### config.mk
export PLATFORM = sky130hd
export DESIGN_NAME = bus_if
export DESIGN_NICKNAME = d
export VERILOG_FILES = /design/src/rtl/bus_if.sv
export SDC_FILE = /design/constraint.sdc
export NUM_CORES = 1
export LEC_CHECK = 0
export BUFFER_PORTS_ARGS = -buffer_cell sky130_fd_sc_hd__buf_2
export CAP_MARGIN = 25
export CORE_UTILIZATION = 45
export DETAILED_ROUTE_END_ITERATION = 12
export GPL_ROUTABILITY_DRIVEN = 0
export HOLD_SLACK_MARGIN = 0.03
export PLACE_DENSITY = 0.78
export SLEW_MARGIN = 25
export SYNTH_ARGS = -nofsm -noshare
export SYNTH_HDL_FRONTEND = slang
export SYNTH_SLANG_ARGS = --single-unit
### constraint.sdc
create_clock -name clk -period 1.96 [get_ports clk]
set_input_delay 0.098 -clock clk [delete_from_list [all_inputs] [get_ports clk]]
set_output_delay 0.098 -clock clk [all_outputs]
set_load 0.03 [all_outputs]
### src/rtl/bus_if.sv
// bus_if: master-side bus interface downstream of slave_mux.
// Turns a CPU-side access request into a bus transaction
// (request -> grant -> address strobe -> wait for ready), with a
// wait-state timeout so a hung slave cannot lock up the owning stage.
//
// Ports:
//   clk, reset               single clock, synchronous active-high reset
//   if_req/if_rw/if_addr/    CPU-side access request (level), direction,
//   if_wr_data               address and write data
//   stall, flush             owning-stage control
//   if_rd_data/if_busy/      read data, stage stall request, timeout pulse
//   if_err
//   bus_req/bus_grnt         arbiter handshake
//   bus_as/bus_rw/bus_addr/  registered bus-side outputs
//   bus_wr_data
//   s_ready/s_rd_data        selected slave response from slave_mux
module bus_if #(
  parameter int unsigned ADDR_W  = 30,
  parameter int unsigned DATA_W  = 32,
  parameter int unsigned TIMEOUT = 255
) (
  input  logic              clk,
  input  logic              reset,
  input  logic              if_req,
  input  logic              if_rw,
  input  logic [ADDR_W-1:0] if_addr,
  input  logic [DATA_W-1:0] if_wr_data,
  input  logic              stall,
  input  logic              flush,
  output logic [DATA_W-1:0] if_rd_data,
  output logic              if_busy,
  output logic              if_err,
  output logic              bus_req,
  input  logic              bus_grnt,
  output logic              bus_as,
  output logic              bus_rw,
  output logic [ADDR_W-1:0] bus_addr,
  output logic [DATA_W-1:0] bus_wr_data,
  input  logic              s_ready,
  input  logic [DATA_W-1:0] s_rd_data
);

  localparam int unsigned    CNT_W  = (TIMEOUT == 0) ? 1 : $clog2(TIMEOUT + 1);
  localparam logic [CNT_W-1:0] TO_VAL = CNT_W'(TIMEOUT);
  localparam bit             TO_EN  = (TIMEOUT != 0);

  typedef enum logic [1:0] {
    IDLE   = 2'd0,
    REQ    = 2'd1,
    ACCESS = 2'd2,
    STALL  = 2'd3
  } state_t;

  state_t             r_state;
  logic               r_bus_req;
  logic               r_bus_as;
  logic               r_rw;
  logic [ADDR_W-1:0]  r_addr;
  logic [DATA_W-1:0]  r_wr_data;
  logic [DATA_W-1:0]  r_rd_buf;
  logic [CNT_W-1:0]   r_cnt;

  logic               w_done;
  logic               w_tout;

  // A ready in the same cycle as the counter limit wins over the timeout.
  assign w_done = (r_state == ACCESS) && s_ready;
  assign w_tout = TO_EN && (r_state == ACCESS) && !s_ready && (r_cnt == TO_VAL);

  // The request/address/data registers double as the bus drivers: they are
  // loaded on acceptance and cleared when the access ends, so the bus reads
  // 0 in IDLE and STALL without extra muxing.
  always_ff @(posedge clk) begin
    if (reset) begin
      r_state   <= IDLE;
      r_bus_req <= 1'b0;
      r_bus_as  <= 1'b0;
      r_rw      <= 1'b0;
      r_addr    <= '0;
      r_wr_data <= '0;
      r_rd_buf  <= '0;
      r_cnt     <= '0;
    end else begin
      case (r_state)
        IDLE: begin
          r_bus_as <= 1'b0;
          if (if_req && !flush) begin
            r_rw      <= if_rw;
            r_addr    <= if_addr;
            r_wr_data <= if_wr_data;
            r_bus_req <= 1'b1;
            r_state   <= REQ;
          end
        end
        REQ: begin
          if (bus_grnt) begin
            r_bus_as <= 1'b1;
            r_cnt    <= '0;
            r_state  <= ACCESS;
          end
        end
        ACCESS: begin
          r_bus_as <= 1'b0;
          if (w_done || w_tout) begin
            if (w_done && !r_rw) begin
              r_rd_buf <= s_rd_data;
            end else if (w_tout) begin
              r_rd_buf <= '0;
            end
            r_bus_req <= 1'b0;
            r_rw      <= 1'b0;
            r_addr    <= '0;
            r_wr_data <= '0;
            r_state   <= stall ? STALL : IDLE;
          end else begin
            r_cnt <= r_cnt + CNT_W'(1);
          end
        end
        STALL: begin
          if (!stall) begin
            r_state <= IDLE;
          end
        end
        default: r_state <= IDLE;
      endcase
    end
  end

  always_comb begin
    if_busy    = 1'b0;
    if_err     = w_tout;
    if_rd_data = r_rd_buf;
    case (r_state)
      IDLE:    if_busy = if_req && !flush;
      REQ:     if_busy = 1'b1;
      ACCESS: begin
        if_busy = !(w_done || w_tout);
        if (w_done && !r_rw) begin
          if_rd_data = s_rd_data;
        end else if (w_tout) begin
          if_rd_data = '0;
        end
      end
      default: if_busy = 1'b0;
    endcase
  end

  assign bus_req     = r_bus_req;
  assign bus_as      = r_bus_as;
  assign bus_rw      = r_rw;
  assign bus_addr    = r_addr;
  assign bus_wr_data = r_wr_data;

endmodule

==> impl_metrics.yaml, run 1 <==
route:
  firstDrtPassIters: 4
  ant_nets: 0
  wl_per_cell_um: 17.5
  via_per_inst: 5.52
  drt-total-wl_um: 13400
  vias: 4249
  drt_iter0_drc: 111
  post-route-drc-count: 0
sta:
  holdWs_ns: 0.0753
  fmax_mhz: 506
  fin_skew_ns: 0.0256
  tightest_slew_ns: 0.593
  slew_viol_final: 0
  relSlewSlack_pct: 60.3
  fin_tns_setup_ns: -0.0158
  rsz0062_at_grt: "yes"
  finalSetupViolCount: 1
  fin_crit_sh_pct: 101
  finalHoldViolCount: 0
  setup_ws_ns: -0.0158
  period_needed_ns: 1.98
run:
  maxCapViolations: 0
setup_path:
  setup.worst_path.start: "r_cnt[4]"
  crit_required_ns: 1.86
  r2r-start: "r_cnt[1]"
  worstPathCellList: "nand4_2 -> o31ai_4 -> nand2_2 -> buf_12 -> a22o_1 -> buf_2"
  cp_top_family: "compound AO/OA/AOI/OAI gates"
  worstSetupEndpointType: "output port"
  start_kind: "flip-flop"
  critPathBufInv: 2
  cpMaxStageDelayCell: "dfxtp_4"
  cp_max_fo: 32
  cpPeakStageDelay_ns: 0.41
  crit_arrival_ns: 1.88
  path_class: "flip-flop to output port"
pwr:
  switching_share_pct: 30.6
  p_leak_uw: 0.00299
  ir_worst_vdd_v: 0.000412
  power.density_nw_per_um2: 714
  sequentialPowerShare_pct: 50.5
  p_int_uw: 3170
  clockPowerShare_pct: 29.5
  combPwrFrac_pct: 20.0
  p_switching_uw: 1400
placement:
  pre_cts_ws_ns: 0.117
  place_area_sq_um: 5140
  io_buffers: 200
  dp.cells: 654
  dp_hpwl_um: 7340
synth:
  async_reset_ff_share_pct: 0
  synth_area_sq_um: 4040
  yosysSeqAreaShare_pct: 53.1
  netlist_instances: 358
  ys_seq_elements: 107
  synth.net_count: 461
  synth.distinct_cells: 46
  synth_edf_count: 0
  syn_avg_cell_area_sq_um: 11.3
  synth_ff_type: "dfxtp_1"
  yosysWarnings: 0
clock_tree:
  clockBufferDepth: 2
  cts_sinks: 107
  path_clk_slew_ns: 0.11
  cts_buffers: 9
  clock_latency_ns: 0.37
  clock-root-buffer: "clkbuf_8"
  htree_levels: 3
  cts_tree: "built"
finish:
  nNetsFinal: 759
  regArea_sq_um: 2160
  instances_no_fill: 770
  nFillCells: 592
  final_area_sq_um: 6410
  area_delta_synth_final_pct: 58.8
  multiInputGateArea_sq_um: 1750
  drive_gt1_share_pct: 39.2
hold_path:
  hold_start: "stall"
  hold_class: "input port to flip-flop"
floorplanning:
  io_pins: 201
  die_h_um: 96.7
  start_util_pct: 46.3
  die_area_sq_um: 9350
  rows: 34
  dieWidth_um: 96.7
  core_area_sq_um: 8720
global_route:
  grt_pass1_wl_um: 21100
  grt_pass1_vias: 4273
  track_usage_pct: 28.1
  antenna_found_initial: 1
  grt_max_degree: 54
  grt_overflow: 0
outcome:
  status: "complete, but fails checks"
  violations: "setup timing"
power by group through the flow:
stage	Clock (uW)	Sequential [uW]	Combinational, uW
global route	1470	2320	967
finish	1350	2310	915
global placement	0	2360	714
floorplan	0	2500	316
CTS	1380	2310	887
detailed placement	0	2360	725
flip-flops by register name, indices dropped and copies added (netlist names):
signal,count
r_rd_buf,32
r_cnt,8
r_state,2
bus_as,1
bus_addr,30
bus_wr_data,32
bus_req,1
bus_rw,1
routing by layer:
layer  part of all wire, %  global-route usage [%]
met1                    39                    31.6
met3                   6.5                    6.50
met5                     0                       0
met2                    51                    49.8
met4                   3.2                    13.7
worst register-to-register path, stage by stage (launching register included):
cell and delay (ns):
dfxtp_4 0.38, ha_4 0.16, nand3_4 0.09, buf_4 0.19, o21ai_2 0.26, o22ai_4 0.13
buf_12 0.20, a22o_1 0.29
kinds of logic (layout without fill, tap and decap cells):
logic type	after synthesis	after routing	synth area share, %
fa+ha+maj	1	1	0.310
compound gates	162	162	32.4
buf+inv	32	334	5.83
other cells	0	1	0
simple gates	55	56	8.21
flops	107	107	53.1
xor+xnor	1	1	0.217
per-stage QoR:
stage | util (%) | power (uW)
global route | 73.5 | 4760
floorplan | - | 2820
detailed placement | 58.9 | 3080
CTS | 73.1 | 4580
global placement | 58.9 | 3070
finish | 73.5 | 4580
synth_stat cells, types with 2 or more instances:
cell        n  area (sq um)
clkbuf_1    6          22.5
a22o_1    117          1020
buf_6      14           158
a21oi_1    16          80.1
dfxtp_1   107          2140
nor2b_1     2          12.5
nand3_1     5          25.0
nor2_1      6          22.5
nand3b_1    3          22.5
inv_1       3          11.3
nand2_1    17          63.8
nor3_1      2          10.0
nand4b_1    2          17.5
a31oi_1     4          25.0
o21ai_2     2          17.5
buf_2       8          40.0
nand2b_1    4          25.0
or4_1       2          15.0
o21ai_0    11          55.1
cell usage in the layout (no fill, tap or decap), types with 3 or more instances in the layout:
| master | instances |
|---|---|
| clkbuf_8 | 9 |
| inv_1 | 3 |
| o21ai_0 | 11 |
| dfxtp_1 | 101 |
| a31oi_1 | 4 |
| dlygate4sd3_1 | 95 |
| nor2_4 | 3 |
| dfxtp_4 | 5 |
| nor2_1 | 4 |
| buf_2 | 198 |
| buf_12 | 3 |
| buf_4 | 16 |
| nand3b_1 | 3 |
| a21oi_1 | 16 |
| nand2b_1 | 3 |
| nand2_1 | 17 |
| nand3_1 | 5 |
| a22o_1 | 117 |
worst paths after layout:
kind | slack, ns | cells after the start | to
setup / recovery | -0.02 | 6 | if_rd_data[20]
hold / removal | 0.08 | 3 | r_state[1]
setup reg to reg | 0.17 | 7 | bus_addr[4]
hold reg to reg | 0.48 | 2 | bus_wr_data[19]
area by class of cell:
cell class	count	share of cell area, %
sequential	107	33.7
timing repair buffer	314	33.5
multi-input combinational	220	27.2
tap	108	2.11
clock buffer	9	1.93
clock inverter	7	1.25
inverter	4	0.234
antenna	1	0.0390
timing repair:
action,in CTS,in global routing
buffers inserted,2,1
endpoints found under the setup margin,33,33
resized for setup,17,7
gates cloned,1,0
pin swaps,3,1
hold buffers,95,0
endpoints found under the hold margin,95,0
Power figures use the tool's default switching activity.
==> inputs of run 2 (changes only) <==
- HOLD_SLACK_MARGIN: 0.03 -> 0.12
==> run 2 against run 1 <==
The run still ends with setup timing left; critical path depth increased by 1; worst setup slack improved by 0.0018 ns; hold slack improved by 0.12 ns; combinational power increased by 0.8%; routed wire length increased by 0.72%; fmax about the same; power increased by 0.31%; critical endpoint unchanged; largest cell class is now non-clock buffers.
==> impl_metrics.yaml, run 2 (synthesis gave the netlist of run 1 again) <==
outcome:
  status: "complete, but fails checks"
  violations: "setup timing"
setup_path:
  crit_arrival_ns: 1.88
  r2r_cells: 7
  crit_required_ns: 1.86
  start_kind: "flip-flop"
  cpPeakStageDelay_ns: 0.38
  cp_max_fo: 32
  path_class: "flip-flop to output port"
  worstSetupEndpointType: "output port"
  reg2reg_slack_ns: 0.17
  cp_top_family: "compound AO/OA/AOI/OAI gates"
  cpMaxStageDelayCell: "dfxtp_4"
  worstPathCellList: "ha_4 -> nand3_4 -> o31ai_4 -> nand2_2 -> buf_12 -> a22o_1 -> buf_2"
  r2r-start: "r_cnt[1]"
  worstReg2RegEnd: "bus_addr[4]"
  critPathBufInv: 2
finish:
  nFillCells: 583
  drive_gt1_share_pct: 38.9
  regArea_sq_um: 2160
  multiInputGateArea_sq_um: 1750
  nNetsFinal: 763
  layout_commonest_cell: "buf_2"
  final_cell_mix: "buf_2 (198), a22o_1 (117), dfxtp_1 (101)"
  area_delta_synth_final_pct: 59.8
  final_area_sq_um: 6450
clock_tree:
  htree_levels: 3
  cts_buffers: 9
  cts_sinks: 107
  cts_tree: "built"
  path_clk_slew_ns: 0.11
  clock-root-buffer: "clkbuf_8"
  clock_latency_ns: 0.37
  clockBufferDepth: 2
sta:
  fmax_mhz: 507
  fin_skew_ns: 0.0265
  relSlewSlack_pct: 60.5
  rsz0062_at_grt: "yes"
  holdWs_ns: 0.193
  fin_crit_sh_pct: 101
  tightest_slew_ns: 0.588
  setup_ws_ns: -0.0141
  slew_viol_final: 0
  period_needed_ns: 1.97
  finalSetupViolCount: 1
  fin_tns_setup_ns: -0.0141
  finalHoldViolCount: 0
route:
  drt-total-wl_um: 13500
  firstDrtPassIters: 5
  vias: 4307
  wl_per_cell_um: 17.5
  drt_iter0_drc: 112
  post-route-drc-count: 0
  via_per_inst: 5.56
  ant_nets: 0
run:
  maxCapViolations: 0
global_route:
  grt_max_degree: 54
  grt_pass1_vias: 4317
  antenna_found_initial: 1
  track_usage_pct: 28.3
  grt_pass1_wl_um: 21300
  grt_overflow: 0
floorplanning:
  rows: 34
  core_area_sq_um: 8720
  die_h_um: 96.7
  io_pins: 201
  die_area_sq_um: 9350
  start_util_pct: 46.3
  dieWidth_um: 96.7
placement:
  pre_cts_ws_ns: 0.117
  io_buffers: 200
  place_area_sq_um: 5140
  dp_hpwl_um: 7340
hold_path:
  hold_start: "s_ready"
  whs_path_depth: 3
  hold_end: "r_cnt[4]"
  hold_class: "input port to flip-flop"
pwr:
  p_total_uw: 4590
  ir_worst_vdd_v: 0.000413
  p_leak_uw: 0.00301
  power.density_nw_per_um2: 712
==> run 2: area by class of cell <==
class / instances / area share, %
repair buffers: 318 / 33.9
flip-flops and latches: 107 / 33.5
multi-input cells: 220 / 27.1
well taps: 108 / 2.10
clock buffers: 9 / 1.92
clock inverters: 7 / 1.24
inverters: 4 / 0.233
diodes: 1 / 0.0388
==> run 2: worst register-to-register path, cell delays in order, from the launching register on <==
cell     delay [ns]
dfxtp_4        0.38
ha_4           0.16
nand3_4        0.09
buf_4          0.19
o21ai_2        0.26
o22ai_4        0.13
buf_12         0.20
a22o_1         0.29
==> run 2: per-stage QoR <==
stage | utilization, % | std cells
6_report | 73.9 | 774
5_1_grt | 73.9 | 774
4_1_cts | 73.6 | 772
3_5_place_dp | 58.9 | 654
3_3_place_gp | 58.9 | 654
2_1_floorplan | - | 358
==> run 2: worst max-delay path by stage <==
| stage | start | endpoint | cells after the start |
|---|---|---|---|
| finish | r_cnt[1] | if_rd_data[20] | 7 |
| global route | r_cnt[4] | if_rd_data[20] | 6 |
| CTS | r_cnt[1] | if_rd_data[6] | 7 |
| detailed placement | r_cnt[0] | bus_wr_data[26] | 7 |
| global placement | bus_rw | if_rd_data[30] | 4 |
| floorplan | r_cnt[0] | if_err | 3 |
==> run 2: power by group <==
part	switching, uW	internal, uW
Clock	843	515
Combinational	516	406
Sequential	51.9	2260
==> run 2: layer usage <==
metal	GRT usage [%]	vias to the layer above	part of all wire, %
met2	50.2	228	52
li1	-	1999	-
met1	31.4	2039	38
met3	6.65	41	7.3
met4	14.2	0	3.2
met5	0	-	0
==> run 2: timing repair <==
item                                   in CTS  in global routing
cloned                                      1                  0
gates resized for setup                    17                  7
setup buffers                               2                  1
endpoints found under the hold margin      99                  0
setup endpoints to repair                  33                 33
hold buffers                               99                  0
pin swaps                                   3                  1
